### config.mk
export PLATFORM = sky130hd
export DESIGN_NAME = irq_pending_ctrl_flat
export DESIGN_NICKNAME = d
export VERILOG_FILES = /design/src/rtl/irq_pkg.sv /design/src/rtl/irq_pending_ctrl_if.sv /design/src/rtl/irq_pending_ctrl_pri_enc.sv /design/src/rtl/irq_pending_ctrl.sv /design/src/flat_wrapper.sv
export SDC_FILE = /design/constraint.sdc
export NUM_CORES = 1
export LEC_CHECK = 0
export ABC_AREA = 0
export CELL_PAD_IN_SITES_DETAIL_PLACEMENT = 0
export CELL_PAD_IN_SITES_GLOBAL_PLACEMENT = 1
export CORE_AREA = 2 2 76 60
export DETAILED_ROUTE_END_ITERATION = 16
export DIE_AREA = 0 0 78 62
export PLACE_DENSITY = 0.73
export SLEW_MARGIN = 10
export SYNTH_ARGS = -nofsm -noshare
export SYNTH_HDL_FRONTEND = slang
export SYNTH_SLANG_ARGS = --single-unit
### constraint.sdc
create_clock -name clk -period 1.39 [get_ports clk]
set_clock_uncertainty 0.05 [all_clocks]
set_input_delay 0.278 -clock clk [delete_from_list [all_inputs] [get_ports clk]]
set_output_delay 0.278 -clock clk [all_outputs]
set_load 0.01 [all_outputs]
### src/rtl/irq_pkg.sv
// Shared constants and FSM state type for the interrupt pending controller.
package irq_pkg;
  localparam int N_REQ = 8;
  localparam int IDX_W = 3;

  typedef enum logic {
    IDLE = 1'b0,
    HOLD = 1'b1
  } state_t;
endpackage

### src/rtl/irq_pending_ctrl_if.sv
// Downstream grant handshake: valid/idx are driven by the controller, ack by the consumer.
// valid/ack rule: a grant is transferred on the rising edge where irq_valid and irq_ack are both 1;
// irq_idx is stable for as long as irq_valid is high, and irq_ack without irq_valid has no effect.
interface irq_pending_ctrl_if;
  import irq_pkg::*;

  logic             irq_valid;
  logic [IDX_W-1:0] irq_idx;
  logic             irq_ack;

  modport master (output irq_valid, output irq_idx, input irq_ack);
  modport slave  (input irq_valid, input irq_idx, output irq_ack);
endinterface

### src/rtl/irq_pending_ctrl_pri_enc.sv
// Combinational 8:3 priority encoder; the highest set index wins.
module pri_enc_8to3
  import irq_pkg::*;
(
  input  logic [N_REQ-1:0] req,
  output logic [IDX_W-1:0] idx,
  output logic             any_set
);
  always_comb begin
    idx = '0;
    for (int i = 0; i < N_REQ; i++) begin
      if (req[i]) idx = IDX_W'(i);
    end
  end

  assign any_set = |req;
endmodule

### src/rtl/irq_pending_ctrl.sv
// Sticky pending capture with per-line mask, fixed-priority grant and valid/ack release.
module irq_pending_ctrl
  import irq_pkg::*;
#(
  parameter bit EDGE = 1'b1
) (
  input  logic               clk,
  input  logic               rst_n,
  input  logic [N_REQ-1:0]   irq_in,
  input  logic [N_REQ-1:0]   mask,
  input  logic               clr_all,
  irq_pending_ctrl_if.master irq,
  output logic [N_REQ-1:0]   pending,
  output logic [N_REQ-1:0]   ovf,
  output state_t             state
);
  logic [N_REQ-1:0] irq_q;
  logic [N_REQ-1:0] ev;
  logic [N_REQ-1:0] eligible;
  logic [N_REQ-1:0] ack_clr;
  logic [IDX_W-1:0] enc_idx;
  logic             enc_any;
  logic             ack_fire;
  logic             valid_q;
  logic [IDX_W-1:0] idx_q;

  assign ev       = EDGE ? (irq_in & ~irq_q) : irq_in;
  assign eligible = pending & mask;
  assign ack_fire = (state == HOLD) && irq.irq_ack;

  always_comb begin
    ack_clr = '0;
    if (ack_fire) ack_clr[idx_q] = 1'b1;
  end

  pri_enc_8to3 u_enc (
    .req     (eligible),
    .idx     (enc_idx),
    .any_set (enc_any)
  );

  // History resets to 0 so a line already high at reset release counts as an event.
  always_ff @(posedge clk or negedge rst_n) begin
    if (!rst_n) irq_q <= '0;
    else        irq_q <= irq_in;
  end

  // A new event wins over the ack-clear of the same bit; that case is not an overflow.
  always_ff @(posedge clk or negedge rst_n) begin
    if (!rst_n) begin
      pending <= '0;
      ovf     <= '0;
    end else if (clr_all) begin
      pending <= '0;
      ovf     <= '0;
    end else begin
      pending <= (pending & ~ack_clr) | ev;
      ovf     <= ovf | (ev & pending & ~ack_clr);
    end
  end

  always_ff @(posedge clk or negedge rst_n) begin
    if (!rst_n) begin
      state   <= IDLE;
      valid_q <= 1'b0;
      idx_q   <= '0;
    end else begin
      case (state)
        IDLE: begin
          if (enc_any && !clr_all) begin
            state   <= HOLD;
            valid_q <= 1'b1;
            idx_q   <= enc_idx;
          end
        end
        HOLD: begin
          if (clr_all || irq.irq_ack) begin
            state   <= IDLE;
            valid_q <= 1'b0;
          end
        end
        default: begin
          state   <= IDLE;
          valid_q <= 1'b0;
        end
      endcase
    end
  end

  assign irq.irq_valid = valid_q;
  assign irq.irq_idx   = idx_q;
endmodule

### src/flat_wrapper.sv
// flat-port wrapper written by rule: the top's interface ports become plain ports
module irq_pending_ctrl_flat import irq_pkg::*;
#(
  parameter bit EDGE = 1'b1
)
  (clk, rst_n, irq_in, mask, clr_all, pending, ovf, state, irq_irq_valid, irq_irq_idx, irq_irq_ack);
  irq_pending_ctrl_if irq_i ();
  input  logic clk;
  input  logic rst_n;
  input  logic [N_REQ-1:0] irq_in;
  input  logic [N_REQ-1:0] mask;
  input  logic clr_all;
  output logic [N_REQ-1:0] pending;
  output logic [N_REQ-1:0] ovf;
  output state_t state;
  output wire logic [$bits(irq_i.irq_valid)-1:0] irq_irq_valid;
  output wire logic [$bits(irq_i.irq_idx)-1:0] irq_irq_idx;
  input wire logic [$bits(irq_i.irq_ack)-1:0] irq_irq_ack;
  assign irq_irq_valid = irq_i.irq_valid;
  assign irq_irq_idx = irq_i.irq_idx;
  assign irq_i.irq_ack = irq_irq_ack;
  irq_pending_ctrl #(.EDGE(EDGE)) u_core (.clk(clk), .rst_n(rst_n), .irq_in(irq_in), .mask(mask), .clr_all(clr_all), .irq(irq_i), .pending(pending), .ovf(ovf), .state(state));
endmodule
==> summary.md, run 1 <==
| Metric | Value |
|---|---|
| Root buffer selected by CTS | `clkbuf_8` |
| Slew of the pin with the lowest slew margin | `0.2356 ns` |
| Standard-cell rows | `21` |
| Portion of total power attributed to combinational logic | `24.1%` |
| Series of cell instances along the critical path | `clkdlybuf4s50_1, a22oi_1, a311o_4, buf_4, buf_6, a21o_1` |
| Top-area cell type share of the netlist area | `61.38%` |
| Total core area | `4204 um^2` |
| Hpwl dp | `2326 um` |
| Final-report setup violation count | `5` |
| Fmax | `628.9 MHz` |
| Number of synthesized register bits | `29` |
| Top area cells in the synthesized netlist | `dfrtp_1, nor2_1, a31oi_1, a21oi_1, o21a_1` |
| Hold Slack | `0.3003 ns` |
| Post-synth top cells | `dfrtp_1, nor2_1, a21oi_1` |
| Total power consumption of the routed design | `2474 uW` |
| Post-synth net total | `128` |
| Leakage | `0.0009766 uW` |
| Power spent charging and discharging nets | `634.0 uW` |
| Top-count cell post-synth | `dfrtp_1` |
| Sequential share of power | `39.7%` |
| MaxCap Viol Count | `0` |
| Maximum number of pins on one net before global-route repair | `30` |
| Total number of H-tree levels | `2` |
| Post-synthesis area per instance | `10.95 um^2` |
| Fraction of synthesis flops using an asynchronous set or reset pin | `100.0%` |
| Antenna Diode Count | `0` |
| Slowest cell on the critical path | `clkdlybuf4s50_1` |
| CTS tree | `done` |
| Aggregate global-route resource usage | `14.58%` |
| Vias in the first global route | `1,088` |
| RSZ-0062 raised after global routing | `true` |
| Crit Path Class | `in2reg` |
| Number of sinks on the clock net | `29` |
| Port buffer count | `40` |
| Number of CTS-inserted buffers | `5` |
| Worst-path clk slew | `0.06 ns` |
| Number of detailed-route iterations in the first pass | `4` |
| Wire length of the first global-routing pass | `5154 um` |
| Detailed-route via count | `1,067` |
| Power density cells | `1298 nW/um^2` |
| ANT nets after route | `0` |
| Number of slew-limit violations in the final report | `0` |
| Clock share of power | `36.2%` |
| Clock latency at the later pin of the worst-skew pair | `0.28 ns` |
| Number of antenna violations at the first check in global routing | `0` |
| Final Critical Period | `1.590 ns` |
| Fraction of final layout cells sized beyond drive strength 1 | `25.29%` |
| Gr ovfl total | `0` |
| Number of synthesis warnings | `0` |
| Placer congestion estimate | `0.8010` |
| Post-Layout Inst Area | `1906 um^2` |
| CP Data Arrival Time | `1.71 ns` |
| Result of the run | `finished, violations left` |
| Number of filler cells placed in the layout | `432` |
| Post-synthesis cell type count | `24` |
| Sequential cell area in the final layout | `726.9 um^2` |
| Violated checks | `negative setup slack` |
| I/O pin cnt | `41` |
| # placed instances | `218` |
| Most used flip-flop cell after synthesis | `dfrtp_1` |
| Initial Util | `28.13%` |
| Worst IR drop on VDD | `564.9 uV` |
| CP bufs+invs | `3` |
| CP peak stage delay | `0.48 ns` |
| HP Class | `in2async` |
| Crit path max-delay family | `buffers and inverters` |
| Seq/Total Area, Yosys | `61.38%` |
| Number of enable flip-flop cells after synthesis | `0` |
| DRC violation total after the first TritonRoute iteration | `85` |
| Maximum fanout count along the critical path | `3` |
| CP Launch Type | `input pin` |
| Multi-input gate area | `434.2 um^2` |
| Horizontal die dimension | `78 um` |
| Number of nets in the layout | `193` |
| Die Area | `4836 um^2` |
| Min setup slack post-route | `-0.2001 ns` |
| Final core utilization | `45.33%` |
| Average detailed-routed wire length per instance | `13.97 um` |
| Post-synthesis cell area | `1182 um^2` |
| Post-Syn Instances | `108` |
| Crit. End Element | `flop` |
| Required time of the critical path | `1.51 ns` |
| Residual DRC | `0` |
| Final wirelength | `3226 um` |
| Average via count per standard cell | `4.619` |
| Period Utilization, post-route | `114.4%` |
| Total cell area at the placement stage | `1772 um^2` |
| Area Growth Syn to Fin | `61.16%` |
| Vert. Die Dim | `62 um` |
| Top cell type by total area after synthesis | `dfrtp_1` |
| Net switching fraction of the power | `25.63%` |
| Internal portion of total power | `1840 uW` |
| Number of buffers on the longest clock path | `2` |
| Final cell count without fillers | `231` |
| Number of hold violations in the final report | `0` |
| Worst rel slew slack | `84.30%` |
## registers in the layout, indices dropped and copies added (netlist names)
register / flops
u_core.state: 1
u_core.irq.irq_idx: 3
u_core.irq_q: 8
u_core.pending: 8
u_core.irq.irq_valid: 1
u_core.ovf: 8
## metal layers
| layer | wire [um] | global-route usage, % | vias to the layer above |
|---|---|---|---|
| met3 | 185 | 5.636 | 7 |
| met4 | 51 | 5.764 | 0 |
| met2 | 1374 | 21.06 | 34 |
| li1 | - | - | 515 |
| met1 | 1614 | 19.96 | 511 |
| met5 | 0 | 0 | - |
## repair_timing
| action | CTS | global route |
|---|---|---|
| hold buffers | 0 | 0 |
| setup endpoints to repair | 27 | 20 |
| hold endpoints to repair | 0 | 0 |
| pin swaps | 4 | 6 |
| buffers inserted | 2 | 3 |
| gates resized for setup | 36 | 16 |
## logic make-up after synthesis
| logic type | after synthesis | share of synthesized area (%) |
|---|---|---|
| simple gates | 32 | 12.17 |
| compound gates | 35 | 20.74 |
| flops | 29 | 61.38 |
| mux | 2 | 2.540 |
| buf+inv | 10 | 3.175 |
## area by class of cell
type	count	share of cell area [%]
Inverter	8	1.576
Multi-Input combinational cell	69	22.78
Clock buffer	7	4.531
Clock inverter	1	1.576
Sequential cell	29	38.15
Tap cell	57	3.743
Timing Repair Buffer	60	27.64
## per-stage QoR
stage / worst slack (ns) / TNS (ns)
6_report: -0.2001 / -0.8363
5_1_grt: -0.2465 / -1.151
3_5_place_dp: -0.5355 / -6.233
3_3_place_gp: -0.4856 / -5.823
2_1_floorplan: -0.1642 / -0.3284
4_1_cts: -0.1891 / -0.6520
## power groups by stage
stage	clock network [uW]	registers, uW	logic [uW]
6_report	896	981	597
5_1_grt	953	993	656
4_1_cts	920	980	579
3_5_place_dp	0	1010	570
3_3_place_gp	0	1010	562
2_1_floorplan	0	1040	179
## worst register-to-register path, cell delays in order, from the launching register on
cell and delay, ns:
dfrtp_1 0.38, a22o_1 0.24, nor3b_2 0.25, a311o_4 0.26
mux2_4 0.30
## layout by cell type (no fill, tap or decap), types with 2 or more instances in the layout
cell type        instances
a21oi_1                  8
o21a_1                   6
dlymetal6s2s_1           4
clkbuf_2                 6
nand2b_1                 2
nor2_1                  17
nand2_1                  8
a31oi_1                  8
dfrtp_1                 28
o31a_1                   2
clkbuf_8                 6
buf_4                   17
o21ai_0                  2
inv_1                    8
clkdlybuf4s50_1         12
dlygate4sd2_1           15
mux2_4                   2
clkdlybuf4s15_1          2
buf_6                    2
## final timing paths
path,start,to,slack [ns],cells after the start
worst max-delay path,mask[0],u_core.irq.irq_idx[2]$_DFFE_PN0P_,-0.20,6
worst min-delay path,rst_n,u_core.ovf[3]$_DFF_PN0_,0.30,2
worst max register to register,u_core.pending[4]$_DFF_PN0_,u_core.irq.irq_idx[1]$_DFFE_PN0P_,-0.19,4
worst min register to register,u_core.irq.irq_valid$_DFFE_PN0P_,u_core.irq.irq_valid$_DFFE_PN0P_,0.42,2
max in group asynchronous,rst_n,u_core.state$_DFF_PN0_,0.81,2
min in group clk,irq_irq_ack,u_core.state$_DFF_PN0_,0.32,4
Power figures use the tool's default switching activity.
==> run 2: changes to the inputs <==
--- a/config.mk
+++ b/config.mk
@@ -9,6 +9,7 @@
 export CELL_PAD_IN_SITES_DETAIL_PLACEMENT = 0
 export CELL_PAD_IN_SITES_GLOBAL_PLACEMENT = 1
 export CORE_AREA = 2 2 76 60
+export CTS_CLUSTER_DIAMETER = 120
 export DETAILED_ROUTE_END_ITERATION = 16
 export DIE_AREA = 0 0 78 62
 export PLACE_DENSITY = 0.73
==> results of run 2 <==
No change in the layout: final DEF, timing and power equal those of run 1.
==> run 3: changes to the inputs <==
--- a/config.mk
+++ b/config.mk
@@ -7,11 +7,12 @@
 export LEC_CHECK = 0
 export ABC_AREA = 0
 export CELL_PAD_IN_SITES_DETAIL_PLACEMENT = 0
-export CELL_PAD_IN_SITES_GLOBAL_PLACEMENT = 1
-export CORE_AREA = 2 2 76 60
+export CELL_PAD_IN_SITES_GLOBAL_PLACEMENT = 2
+export CORE_AREA = 2 2 85 66
 export CTS_CLUSTER_DIAMETER = 120
 export DETAILED_ROUTE_END_ITERATION = 16
-export DIE_AREA = 0 0 78 62
+export DIE_AREA = 0 0 87 68
+export GPL_ROUTABILITY_DRIVEN = 0
 export PLACE_DENSITY = 0.73
 export SLEW_MARGIN = 10
 export SYNTH_ARGS = -nofsm -noshare
==> run 3 against run 2 <==
Net effect: the flow still finishes with violations (negative setup slack); worst setup slack improved by 0.029 ns; count of clock-buffer cells in the layout up 1; core utilization shrank 8.2 points; maximum frequency up 1.9%; hold slack better by 0.018 ns; cell count rose by 3.5%; global-route usage decreased by 2.6 points; clock power is 30% lower; critical path depth fell by 2.
==> summary.md, run 3 (same netlist as run 1, synthesis figures left out) <==
| Metric | Value |
|---|---|
| Average via count per standard cell | `4.607 (-0.27%)` |
| Total number of H-tree levels | `2 (unchanged)` |
| Aggregate global-route resource usage | `11.97% (-2.6 points)` |
| Horizontal die dimension | `87 um (+12%)` |
| Min setup slack post-route | `-0.1710 ns (+0.02905 ns)` |
| HP Class | `in2async` |
| Maximum number of pins on one net before global-route repair | `30 (unchanged)` |
| DRC violation total after the first TritonRoute iteration | `28 (-67%)` |
| CP Data Arrival Time | `1.66 ns (-0.05 ns)` |
| Detailed-route via count | `1,101 (+3.2%)` |
| Period Utilization, post-route | `112.3% (-2.1 points)` |
| Number of CTS-inserted buffers | `5 (unchanged)` |
| Worst slack, placed | `-0.5357 ns (-0.0001850 ns)` |
| Worst IR drop on VDD | `280.7 uV (-50%)` |
| Vias in the first global route | `1,154 (+6.1%)` |
| Number of hold violations in the final report | `0 (unchanged)` |
| Number of buffers added to fix hold violations after cts | `0 (unchanged)` |
| Wire length of the first global-routing pass | `5347 um (+3.7%)` |
| Fmax | `640.6 MHz (+1.9%)` |
| Gr ovfl total | `0 (unchanged)` |
| Port buffer count | `40 (unchanged)` |
| Post-Layout Inst Area | `1914 um^2 (+0.46%)` |
| Final total negative setup slack | `-0.4615 ns (+0.3748 ns)` |
| Required time of the critical path | `1.49 ns (-0.02 ns)` |
| Area Growth Syn to Fin | `61.91%` |
| Average detailed-routed wire length per instance | `14.10 um (+1.0%)` |
| Commonest cells after routing, fill and taps aside | `dfrtp_1, buf_4, nor2_1, dlygate4sd2_1, clkdlybuf4s50_1` |
| Number of slew-limit violations in the final report | `0 (unchanged)` |
| Antenna Diode Count | `0 (unchanged)` |
| Hold Slack | `0.3182 ns (+0.01786 ns)` |
| Clock latency at the later pin of the worst-skew pair | `0.27 ns (about the same)` |
| Crit. End Element | `flop` |
| Root buffer selected by CTS | `clkbuf_8` |
| Final wirelength | `3371 um (+4.5%)` |
| Reg-to-reg critical path startpoint | `u_core.pending[4]$_DFF_PN0_` |
| Violated checks | `negative setup slack` |
| CP Launch Type | `flop` |
| Total core area | `5151 um^2 (+23%)` |
| Number of nets in the layout | `196 (+1.6%)` |
| Crit Path Class | `reg2reg` |
| MaxCap Viol Count | `0 (unchanged)` |
| Final Critical Period | `1.561 ns (-0.02905 ns)` |
| Worst-path clk slew | `0.06 ns (about the same)` |
| Register-to-Register Path Depth | `4 (unchanged)` |
| Number of filler cells placed in the layout | `516 (+19%)` |
| Most frequent standard cell in the layout excluding fill and tap cells | `dfrtp_1` |
| ANT nets after route | `0 (unchanged)` |
| I/O pin cnt | `41 (unchanged)` |
| Number of detailed-route iterations in the first pass | `4 (unchanged)` |
| Number of sinks on the clock net | `29 (unchanged)` |
| Leakage | `0.0009647 uW (-1.2%)` |
| Die Area | `5916 um^2 (+22%)` |
| Maximum fanout count along the critical path | `3 (unchanged)` |
| Hpwl dp | `2414 um (+3.8%)` |
| Fraction of final layout cells sized beyond drive strength 1 | `25.99% (+0.70 points)` |
| Total cell area at the placement stage | `1785 um^2 (+0.78%)` |
| Slew of the pin with the lowest slew margin | `0.2512 ns (+0.01561 ns)` |
| Residual DRC | `0 (unchanged)` |
| Worst rel slew slack | `83.25% (-1.0 points)` |
| Final-report setup violation count | `5 (unchanged)` |
| CTS tree | `done` |
| Number of buffers on the longest clock path | `2 (unchanged)` |
| Initial Util | `22.95% (-5.2 points)` |
| FF-to-FF End | `u_core.irq.irq_idx[1]$_DFFE_PN0P_` |
| Standard-cell rows | `23 (+9.5%)` |
| RSZ-0062 raised after global routing | `true` |
| Number of antenna violations at the first check in global routing | `0 (unchanged)` |
| Result of the run | `finished, violations left` |
| Slack of the worst reg-to-reg path | `-0.17 ns (+0.02 ns)` |
| Leading registers by flop count | `u_core.irq_q (8), u_core.ovf (8), u_core.pending (8)` |
| Power density cells | `1161 nW/um^2 (-11%)` |
| Vert. Die Dim | `68 um (+9.7%)` |
run 3: cell types whose count changed in the layout (fill, tap and decap cells not counted), moves of 2 or more:
| cell | previous run | this run |
|---|---|---|
| buf_4 | 17 | 21 |
| clkbuf_1 | 1 | 3 |
| clkbuf_2 | 6 | 4 |
| dfrtp_1 | 28 | 26 |
| dfrtp_2 | 1 | 3 |
| dlygate4sd2_1 | 15 | 17 |
run 3: final cells by class:
type                            count  area (um^2)  share of cell area (%)
Clock buffer                        8        80.08                   4.183
Inverter                            8        30.03                   1.569
Multi-Input combinational cell     69        440.4                   23.01
Sequential cell                    29        729.5                   38.10
Tap cell                           62        77.57                   4.052
Timing Repair Buffer               63        556.8                   29.08
run 3: timing repair:
item	CTS	global route
resized for setup	39	13
setup buffers	6	3
endpoints found under the setup margin	29	10
pin swaps	6	6
run 3: how the worst max path moves through the flow:
stage / start / end / slack, ns / cells after the start
2_1_floorplan: u_core.pending[4]$_DFF_PN0_ / u_core.irq.irq_idx[0]$_DFFE_PN0P_ / -0.16 / 4
6_report: u_core.pending[4]$_DFF_PN0_ / u_core.irq.irq_idx[1]$_DFFE_PN0P_ / -0.17 / 4
3_5_place_dp: mask[4] / u_core.irq.irq_idx[1]$_DFFE_PN0P_ / -0.54 / 5
5_1_grt: u_core.pending[5]$_DFF_PN0_ / u_core.irq.irq_idx[1]$_DFFE_PN0P_ / -0.21 / 4
3_3_place_gp: mask[4] / u_core.irq.irq_idx[0]$_DFFE_PN0P_ / -0.48 / 5
4_1_cts: u_core.pending[4]$_DFF_PN0_ / u_core.irq.irq_idx[1]$_DFFE_PN0P_ / -0.20 / 4
run 3: power by group:
part / internal, uW / switching, uW / leakage (uW) / total (uW)
Combinational: 332 / 273 / 0.000559 / 604
Clock: 354 / 273 / 0.0000395 / 627
Sequential: 932 / 59.9 / 0.000366 / 992
Total: 1620 / 606 / 0.000965 / 2220
run 3: per-layer routing:
metal,GRT usage [%],vias to the layer above,part of all wire [%]
met5,0,-,0
met4,4.492,0,0.24
met3,4.463,2,6.8
met2,20.61,36,51
met1,13.69,546,42
li1,-,517,-
run 3: per-stage QoR:
step                cells  power, uW  util, %
detailed placement    224       1588    34.66
CTS                   238       2252    36.94
floorplan             108       1223        -
global route          239       2362    37.16
global placement      224       1573    34.66
finish                239       2223    37.16
run 3: worst max-delay path: stages (launching register included):
cell and delay [ns]:
dfrtp_1 0.39, a22o_1 0.24, nor3b_2 0.21, a311o_4 0.25, mux2_4 0.30
